===== config.mk =====
export PLATFORM = sky130hd
export DESIGN_NAME = multicycle_controller
export DESIGN_NICKNAME = d
export VERILOG_FILES = /design/src/rtl/multicycle_controller.sv
export SDC_FILE = /design/constraint.sdc
export NUM_CORES = 1
export LEC_CHECK = 0
export CORE_MARGIN = 1.5
export CORE_UTILIZATION = 50
export CTS_BUF_LIST = sky130_fd_sc_hd__clkbuf_4
export CTS_CLUSTER_DIAMETER = 60
export DETAILED_ROUTE_END_ITERATION = 10
export PLACE_DENSITY = 0.81
export SLEW_MARGIN = 20
export SYNTH_ARGS = -nofsm -noshare
export SYNTH_HDL_FRONTEND = slang
export SYNTH_SLANG_ARGS = --single-unit

===== constraint.sdc =====
create_clock -name clk -period 2.66 [get_ports clk]
set_input_delay 0.399 -clock clk [delete_from_list [all_inputs] [get_ports clk]]
set_output_delay 0.399 -clock clk [all_outputs]
set_load 0.02 [all_outputs]

===== src/rtl/multicycle_controller.sv =====
// multicycle_controller
//   Sequences the multi-cycle core through FETCH/DECODE/EXEC/MEM/WB for each
//   instruction class. It also runs the data-memory req/ack handshake with a
//   timeout, applies fetch stalls, resolves the flag-dependent conditional
//   branch, halts on an illegal opcode, and counts retired instructions.
//
// Ports
//   clk, rst_n     clock, asynchronous active-low reset
//   opcode         instruction word, latched when ir_en=1
//   stall          holds the FSM in FETCH while high
//   alu_zero       ALU zero flag, used by CJ in EXEC
//   mem_ack        single-cycle data-memory completion pulse
//   ir_en, pc_en, pc_src, alu_op, alu_src_const   datapath controls
//   mem_req, mem_we                               data-memory request
//   rf_we, rf_wd_mem, rf_dst_r2                   register-file controls
//   illegal, timeout                              sticky error flags
//   halted                                        FSM parked in HALT
//   instr_count                                   retired count, wraps
//
// state  | meaning
// -------+-----------------------------------------------------------
// IDLE   | first cycle after reset, always moves on to FETCH
// FETCH  | wait for !stall, then latch the opcode
// DECODE | classify; J completes here, illegal opcodes go to HALT
// EXEC   | ALU cycle; CJ completes here
// MEM    | hold mem_req until mem_ack, or time out
// WB     | register-file write and PC increment
// HALT   | absorbing; only reset leaves
module multicycle_controller #(
  parameter int OPCODE_W    = 6,
  parameter int ALU_OP_W    = 3,
  parameter int MEM_TIMEOUT = 16,
  parameter int COUNT_W     = 16
) (
  input  logic                clk,
  input  logic                rst_n,
  input  logic [OPCODE_W-1:0] opcode,
  input  logic                stall,
  input  logic                alu_zero,
  input  logic                mem_ack,
  output logic                ir_en,
  output logic                pc_en,
  output logic [1:0]          pc_src,
  output logic [ALU_OP_W-1:0] alu_op,
  output logic                alu_src_const,
  output logic                mem_req,
  output logic                mem_we,
  output logic                rf_we,
  output logic                rf_wd_mem,
  output logic                rf_dst_r2,
  output logic                illegal,
  output logic                timeout,
  output logic                halted,
  output logic [COUNT_W-1:0]  instr_count
);

  // The wait counter never has to hold MEM_TIMEOUT itself: the FSM leaves MEM
  // in the cycle where the count would step onto it.
  localparam int WAIT_W = (MEM_TIMEOUT > 1) ? $clog2(MEM_TIMEOUT) : 1;
  localparam bit TIMEOUT_EN = (MEM_TIMEOUT > 0);
  localparam logic [WAIT_W-1:0] WAIT_LAST =
    (MEM_TIMEOUT > 0) ? WAIT_W'(MEM_TIMEOUT - 1) : '0;

  localparam logic [1:0] PC_PLUS1  = 2'b00;
  localparam logic [1:0] PC_OFFSET = 2'b01;
  localparam logic [1:0] PC_CONST  = 2'b10;

  typedef enum logic [2:0] {
    S_IDLE, S_FETCH, S_DECODE, S_EXEC, S_MEM, S_WB, S_HALT
  } state_t;

  state_t              state, state_nxt;
  logic [OPCODE_W-1:0] opcode_q;
  logic [WAIT_W-1:0]   wait_cnt;
  logic                set_illegal, set_timeout;

  logic [3:0] op;
  logic       is_r, is_i, is_mem, is_stm, is_ldm, is_cj, is_j, is_legal;

  assign op     = opcode_q[OPCODE_W-1 -: 4];
  assign is_r   = (op[3:2] == 2'b00);
  assign is_i   = (op[3:2] == 2'b01);
  assign is_mem = (op[3:1] == 3'b100);
  assign is_stm = is_mem && (opcode_q[2:1] == 2'b00);
  assign is_ldm = is_mem && (opcode_q[2:1] == 2'b01);
  assign is_cj  = (op[3:1] == 3'b101);
  assign is_j   = (op == 4'b1100);
  assign is_legal = is_r | is_i | is_stm | is_ldm | is_cj | is_j;

  always_comb begin
    state_nxt     = state;
    set_illegal   = 1'b0;
    set_timeout   = 1'b0;
    ir_en         = 1'b0;
    pc_en         = 1'b0;
    pc_src        = PC_PLUS1;
    alu_op        = '0;
    alu_src_const = 1'b0;
    mem_req       = 1'b0;
    mem_we        = 1'b0;
    rf_we         = 1'b0;
    rf_wd_mem     = 1'b0;
    rf_dst_r2     = 1'b0;
    halted        = 1'b0;

    case (state)
      S_IDLE: state_nxt = S_FETCH;

      S_FETCH: begin
        ir_en = !stall;
        if (!stall) state_nxt = S_DECODE;
      end

      S_DECODE: begin
        if (is_j) begin
          pc_en     = 1'b1;
          pc_src    = PC_CONST;
          state_nxt = S_FETCH;
        end else if (!is_legal) begin
          set_illegal = 1'b1;
          state_nxt   = S_HALT;
        end else begin
          state_nxt = S_EXEC;
        end
      end

      S_EXEC: begin
        if (is_r || is_i) alu_op = opcode_q[ALU_OP_W-1:0];
        alu_src_const = is_i | is_mem;
        if (is_cj) begin
          // opcode_q[2] selects BNZ, which inverts the sense of the zero flag
          pc_en     = 1'b1;
          pc_src    = (alu_zero ^ opcode_q[2]) ? PC_OFFSET : PC_PLUS1;
          state_nxt = S_FETCH;
        end else if (is_mem) begin
          state_nxt = S_MEM;
        end else begin
          state_nxt = S_WB;
        end
      end

      S_MEM: begin
        mem_req       = 1'b1;
        alu_src_const = 1'b1;
        mem_we        = is_stm;
        if (mem_ack) begin
          if (is_stm) begin
            pc_en     = 1'b1;
            state_nxt = S_FETCH;
          end else begin
            state_nxt = S_WB;
          end
        end else if (TIMEOUT_EN && (wait_cnt == WAIT_LAST)) begin
          set_timeout = 1'b1;
          state_nxt   = S_HALT;
        end
      end

      S_WB: begin
        rf_we = 1'b1;
        pc_en = 1'b1;
        if (is_ldm) begin
          rf_wd_mem = 1'b1;
          rf_dst_r2 = 1'b1;
        end else begin
          alu_op        = opcode_q[ALU_OP_W-1:0];
          alu_src_const = is_i;
        end
        state_nxt = S_FETCH;
      end

      S_HALT: halted = 1'b1;

      default: state_nxt = S_IDLE;
    endcase
  end

  always_ff @(posedge clk or negedge rst_n) begin
    if (!rst_n) begin
      state       <= S_IDLE;
      opcode_q    <= '0;
      wait_cnt    <= '0;
      instr_count <= '0;
      illegal     <= 1'b0;
      timeout     <= 1'b0;
    end else begin
      state <= state_nxt;
      if (ir_en) opcode_q <= opcode;
      // Staying in MEM means no ack arrived this cycle; any exit clears.
      if (state == S_MEM && state_nxt == S_MEM) wait_cnt <= wait_cnt + WAIT_W'(1);
      else                                      wait_cnt <= '0;
      if (pc_en)       instr_count <= instr_count + COUNT_W'(1);
      if (set_illegal) illegal <= 1'b1;
      if (set_timeout) timeout <= 1'b1;
    end
  end

endmodule


==> Word level (Yosys, flattened, before mapping) <==
Cells that the tools add are included.
{ "classes": {"bitwise_logic": 7, "eq_ne": 13, "n_reduce_logical": 9, "n_addsub": 2, "n_mux": 37} }
{ "ops": {"columns": ["op", "count"], "rows": [
  ["$mux 3", 9],
  ["$mux 1", 21],
  ["$eq 3x3->1 const B", 6],
  ["$pmux 3 s6", 1],
  ["$add 16x1->16 const B", 1],
  ["$eq 4x4->1 const B", 2],
  ["$eq 3x2->1 const B", 2],
  ["$or 1x1->1", 6],
  ["$pmux 3 s2", 1],
  ["$add 4x1->4 const B", 1],
  ["$eq 2x1->1 const B", 2],
  ["$logic_not 2->1", 2],
  ["$mux 4", 1],
  ["$pmux 1 s4", 1],
  ["$pmux 2 s2", 1],
  ["$eq 3x1->1 const B", 1],
  ["$logic_and 1x1->1", 3],
  ["$logic_not 3->1", 1],
  ["$pmux 1 s3", 1],
  ["$mux 2", 1],
  ["$reduce_or 2->1", 1],
  ["$logic_not 1->1", 1],
  ["$logic_or 1x1->1", 1],
  ["$xor 1x1->1", 1]
]} }
{ "word_totals": {"wordCells": 74, "out_inout_bits": 32, "in_bits": 11, "regBits": 31} }

==> Longest topological paths before layout <==
{ "depth": {"depth_word": 12, "depth_mapped": 6, "depth_no_buf": 5} }

==> Worst setup path after synthesis <==
OpenSTA, ideal clock, no wires.
{ "synth_path": {"kind": "reg2out", "from": "register opcode_q[3]", "to": "output port rf_wd_mem", "required_ns": 2.261, "t_arrival_ns": 1.688, "stages_incl_launch_ff": 7, "setup_slack_ns": 0.573, "n_path_buf": 2, "path_cell_list": "dfrtp_1 > buf_6 > or4b_4 > inv_1 > nand2_1 > nor2_1 > buf_4"} }
{ "synth_via": {"elab_chain_len": 4} }
{ "synth_lines": {"columns": ["item", "line_no", "rtl"], "rows": [
  ["start, declared", "73", "logic [OPCODE_W-1:0] opcode_q;"],
  ["start signal, assigned", "188", "if (ir_en) opcode_q <= opcode;"],
  ["$eq 3x3->1", "83", "assign is_mem = (op[3:1] == 3'b100);"],
  ["$logic_and 1x1->1", "85", "assign is_ldm = is_mem && (opcode_q[2:1] == 2'b01);"],
  ["$mux 1 (2 in series)", null, null],
  ["end, declared", "49", "output logic rf_wd_mem,"]
]} }
Every way passes these cells.

==> Final worst setup path <==
{ "layout_path": {"from": "register opcode_q[4]", "to": "output port pc_en"} }
{ "layout_via": {"elab_chain_len": 5, "word_cells_on_any_way": 9, "cone_classes": "eq/ne (3); mux (5); reduce/logical (1)"} }
{ "layout_lines": {"columns": ["item", "line_no", "rtl"], "rows": [
  ["$eq 3x3->1", "83", null],
  ["$logic_and 1x1->1", "84", "assign is_stm = is_mem && (opcode_q[2:1] == 2'b00);"],
  ["$mux 1", "147", "if (is_stm) begin"],
  ["$mux 1", "146", "if (mem_ack) begin"],
  ["$pmux 1 s4 *", "106", "case (state)"],
  ["end, declared", "42", "output logic pc_en,"]
]} }
Mark *: on every way between the ends. The rest lies on a longest branch, timed or not.

==> metrics.yaml <==
clk_latency_ps: 320
place_hpwl_um: 2680
synth-async-reset-ratio_pct: 100
nets: 218
synth_cell_types: 42
power_switching_share_pct: 39.6
hold_viol: 0
diodes: 0
critPathArrivalTime_ps: 2110
row_count: 20
cp_num_cells: 5
yosysMostFrequentCell: "dfrtp_1"
ys_top_cells_by_count: "dfrtp_1 (31), xnor2_1 (17), nor2_1 (9)"
die_h_um: 61.2
power_density_mw_per_mm2: 849
r2r_start: "opcode_q[4]$_DFFE_PN0P_"
drt_wl_total_um: 3620
cp_num_buf_inv: 2
ant_nets: 0
portBuffers: 42
drive_above_1_share_pct: 15.1
avgViaCountPerCell: 5.50
fmax_mhz: 399
cap_viol_max_count: 0
yosysTopAreaCellShare_pct: 45.8
cp_top_family: "simple AND/OR/NAND/NOR gates"
fin_worst_skew_ps: 15.8
num_io_pins: 43
power_frac_comb_pct: 48.6
dieArea_mm2: 0.00374
synth_area_leaders: "dfrtp_1 (46%), xnor2_1 (8.8%), mux2_2 (5.3%), o2111ai_1 (4.1%), and4_1 (2.1%)"
place_ws_ps: 195
p_clk_share_pct: 13.1
relSlewSlack_pct: 63.4
dr.pass1.iters: 4
fin_crit_ps: 2500
numCtsBuffers: 5
intPower_mw: 1.14
rrSetupSlack_ps: 720
synthCells: 159
crit_chain: "or4b_4 > o31ai_4 > nor2_1 > inv_1 > dlygate4sd2_1"
dp_cells: 242
vdd_drop_max_mv: 0.467
setup_tns_ps: 0
reg2reg_to: "instr_count[12]$_DFFE_PN0P_"
antenna_found_initial: 0
synth_fp_nets: 172
crit_type: "flip-flop to primary output"
slowest_delay_ps: 590
worst_pin_slew_ps: 544
holdWs_ps: 464
grt_overflow: 0
grt_pass1_wl_um: 6040
ff2ff_path_depth: 5
finalPower_mw: 1.89
finalNonFillerCells: 249
post_cts.repair.setup_buffers: 0
crit_required_ps: 2260
start_util_pct: 54.1
clk_pin_slew_ps: 100
core_area_mm2: 0.00313
hold_class: "input port to asynchronous set/reset pin"
startpoint_type: "flip-flop"
ys_seq_area_share_pct: 45.8
die_w_um: 61.2
ys_ff_latch: 31
cts_tree: "built"
fill_cells: 258
worst_slack_ps: 156
switching_power_uw: 749
synth_top_cell_by_area: "dfrtp_1"
p_leak_nw: 1.01
rsz0062_at_grt: "false"
ctsHoldBuffers: 0
cts-htree-levels: 2
grtUsageTotal_pct: 22.2
avgSynthCellArea_um2: 10.6
syn-cell-area_mm2: 0.00169
fin_util_pct: 71.2
crit_end: "pc_en"
period_share_pct: 94.1
cp_max_fo: 5
drv_slew: 0
ys.flop_type: "dfrtp_1"
crit_start: "opcode_q[4]$_DFFE_PN0P_"
setup_viol: 0
status: "complete, no violations"
synth-edff-count: 0
ys_warn_count: 0
wl_per_cell_um: 14.5
gp_congestion: 0.810
area_growth_pct: 31.6
power_frac_seq_pct: 38.3
drt_first_iter_violations: 51
grt_pass1_vias: 1336
drc: 0
fin_area_mm2: 0.00223
grt_max_degree: 32
slowest_stage: "or4b_4"
clock-sinks: 31
via_count: 1369
cts_root_buf: "clkbuf_4"
placedInstanceArea_mm2: 0.00217
cts_buffer_depth: 2
worstSetupEndpointType: "primary output"
## area by class of cell
class	count	area, um2	share of cell area (%)
tap	44	55.1	2.47
timing repair buffer	51	497	22.3
clock inverter	2	8.76	0.393
clock buffer	5	37.5	1.69
sequential	31	777	34.9
inverter	6	22.5	1.01
multi-input combinational	110	830	37.2
## layer usage
| layer | vias up | global-route usage, % | share of wire, % |
|---|---|---|---|
| met2 | 50 | 38.8 | 52 |
| met5 | - | 0 | 0 |
| met3 | 5 | 5.46 | 6.1 |
| met4 | 0 | 7.45 | 0.75 |
| met1 | 652 | 26.7 | 41 |
| li1 | 662 | - | - |
## cell families after synthesis
family,after synthesis,share of synthesized area [%]
adder cells (fa/ha/maj),2,1.48
AO/OA/AOI/OAI,31,14.3
flip-flops,31,45.8
XOR/XNOR,18,9.31
buffers and inverters,18,5.17
multiplexers,8,5.32
AND/OR/NAND/NOR,51,18.6
## power groups by stage
stage          logic, mW  registers (mW)  clock network, mW
2_1_floorplan      0.590           0.722                  0
3_3_place_gp       0.895           0.720                  0
3_5_place_dp       0.922           0.732                  0
4_1_cts            0.924           0.721              0.260
5_1_grt             1.01           0.749              0.280
6_report           0.920           0.725              0.247
## how the worst min path moves through the flow
stage,from,endpoint,cells after the start
5_1_grt,rst_n,wait_cnt[2]$_DFF_PN0_,2
2_1_floorplan,rst_n,illegal$_DFFE_PN0P_,0
4_1_cts,rst_n,opcode_q[0]$_DFFE_PN0P_,2
6_report,rst_n,opcode_q[0]$_DFFE_PN0P_,2
3_5_place_dp,illegal$_DFFE_PN0P_,illegal$_DFFE_PN0P_,1
3_3_place_gp,timeout$_DFFE_PN0P_,timeout$_DFFE_PN0P_,1
## flip-flops by register name (all words and copies together), names as in the netlist
| name | flops |
|---|---|
| timeout | 1 |
| state | 3 |
| wait_cnt | 4 |
| instr_count | 16 |
| illegal | 1 |
| opcode_q | 6 |
## cell usage in the layout, fill, tap and decap left out, types with 2 or more instances in the layout
cell and count:
a21oi_1 3, a31o_2 3, and3_1 5, and3b_1 2, and4_1 4, buf_4 9, clkbuf_4 5, clkdlybuf4s50_1 37
dfrtp_1 30, dlymetal6s2s_1 4, ha_1 2, inv_1 6, mux2_2 8, nand2_1 4, nand2b_1 5, nand3_1 5
nand3b_1 2, nor2_1 9, nor2b_1 2, nor3_1 6, o2111ai_1 8, o211ai_1 2, o21ai_0 4, o21ai_1 2
o21bai_1 2, xnor2_1 17
## timing repair
| action | in CTS | in global routing |
|---|---|---|
| endpoints found under the setup margin | 1 | 7 |
| pin swaps | 0 | 0 |
| gates resized for setup | 1 | 6 |
Note: power is estimated with default switching activity, not from simulation.
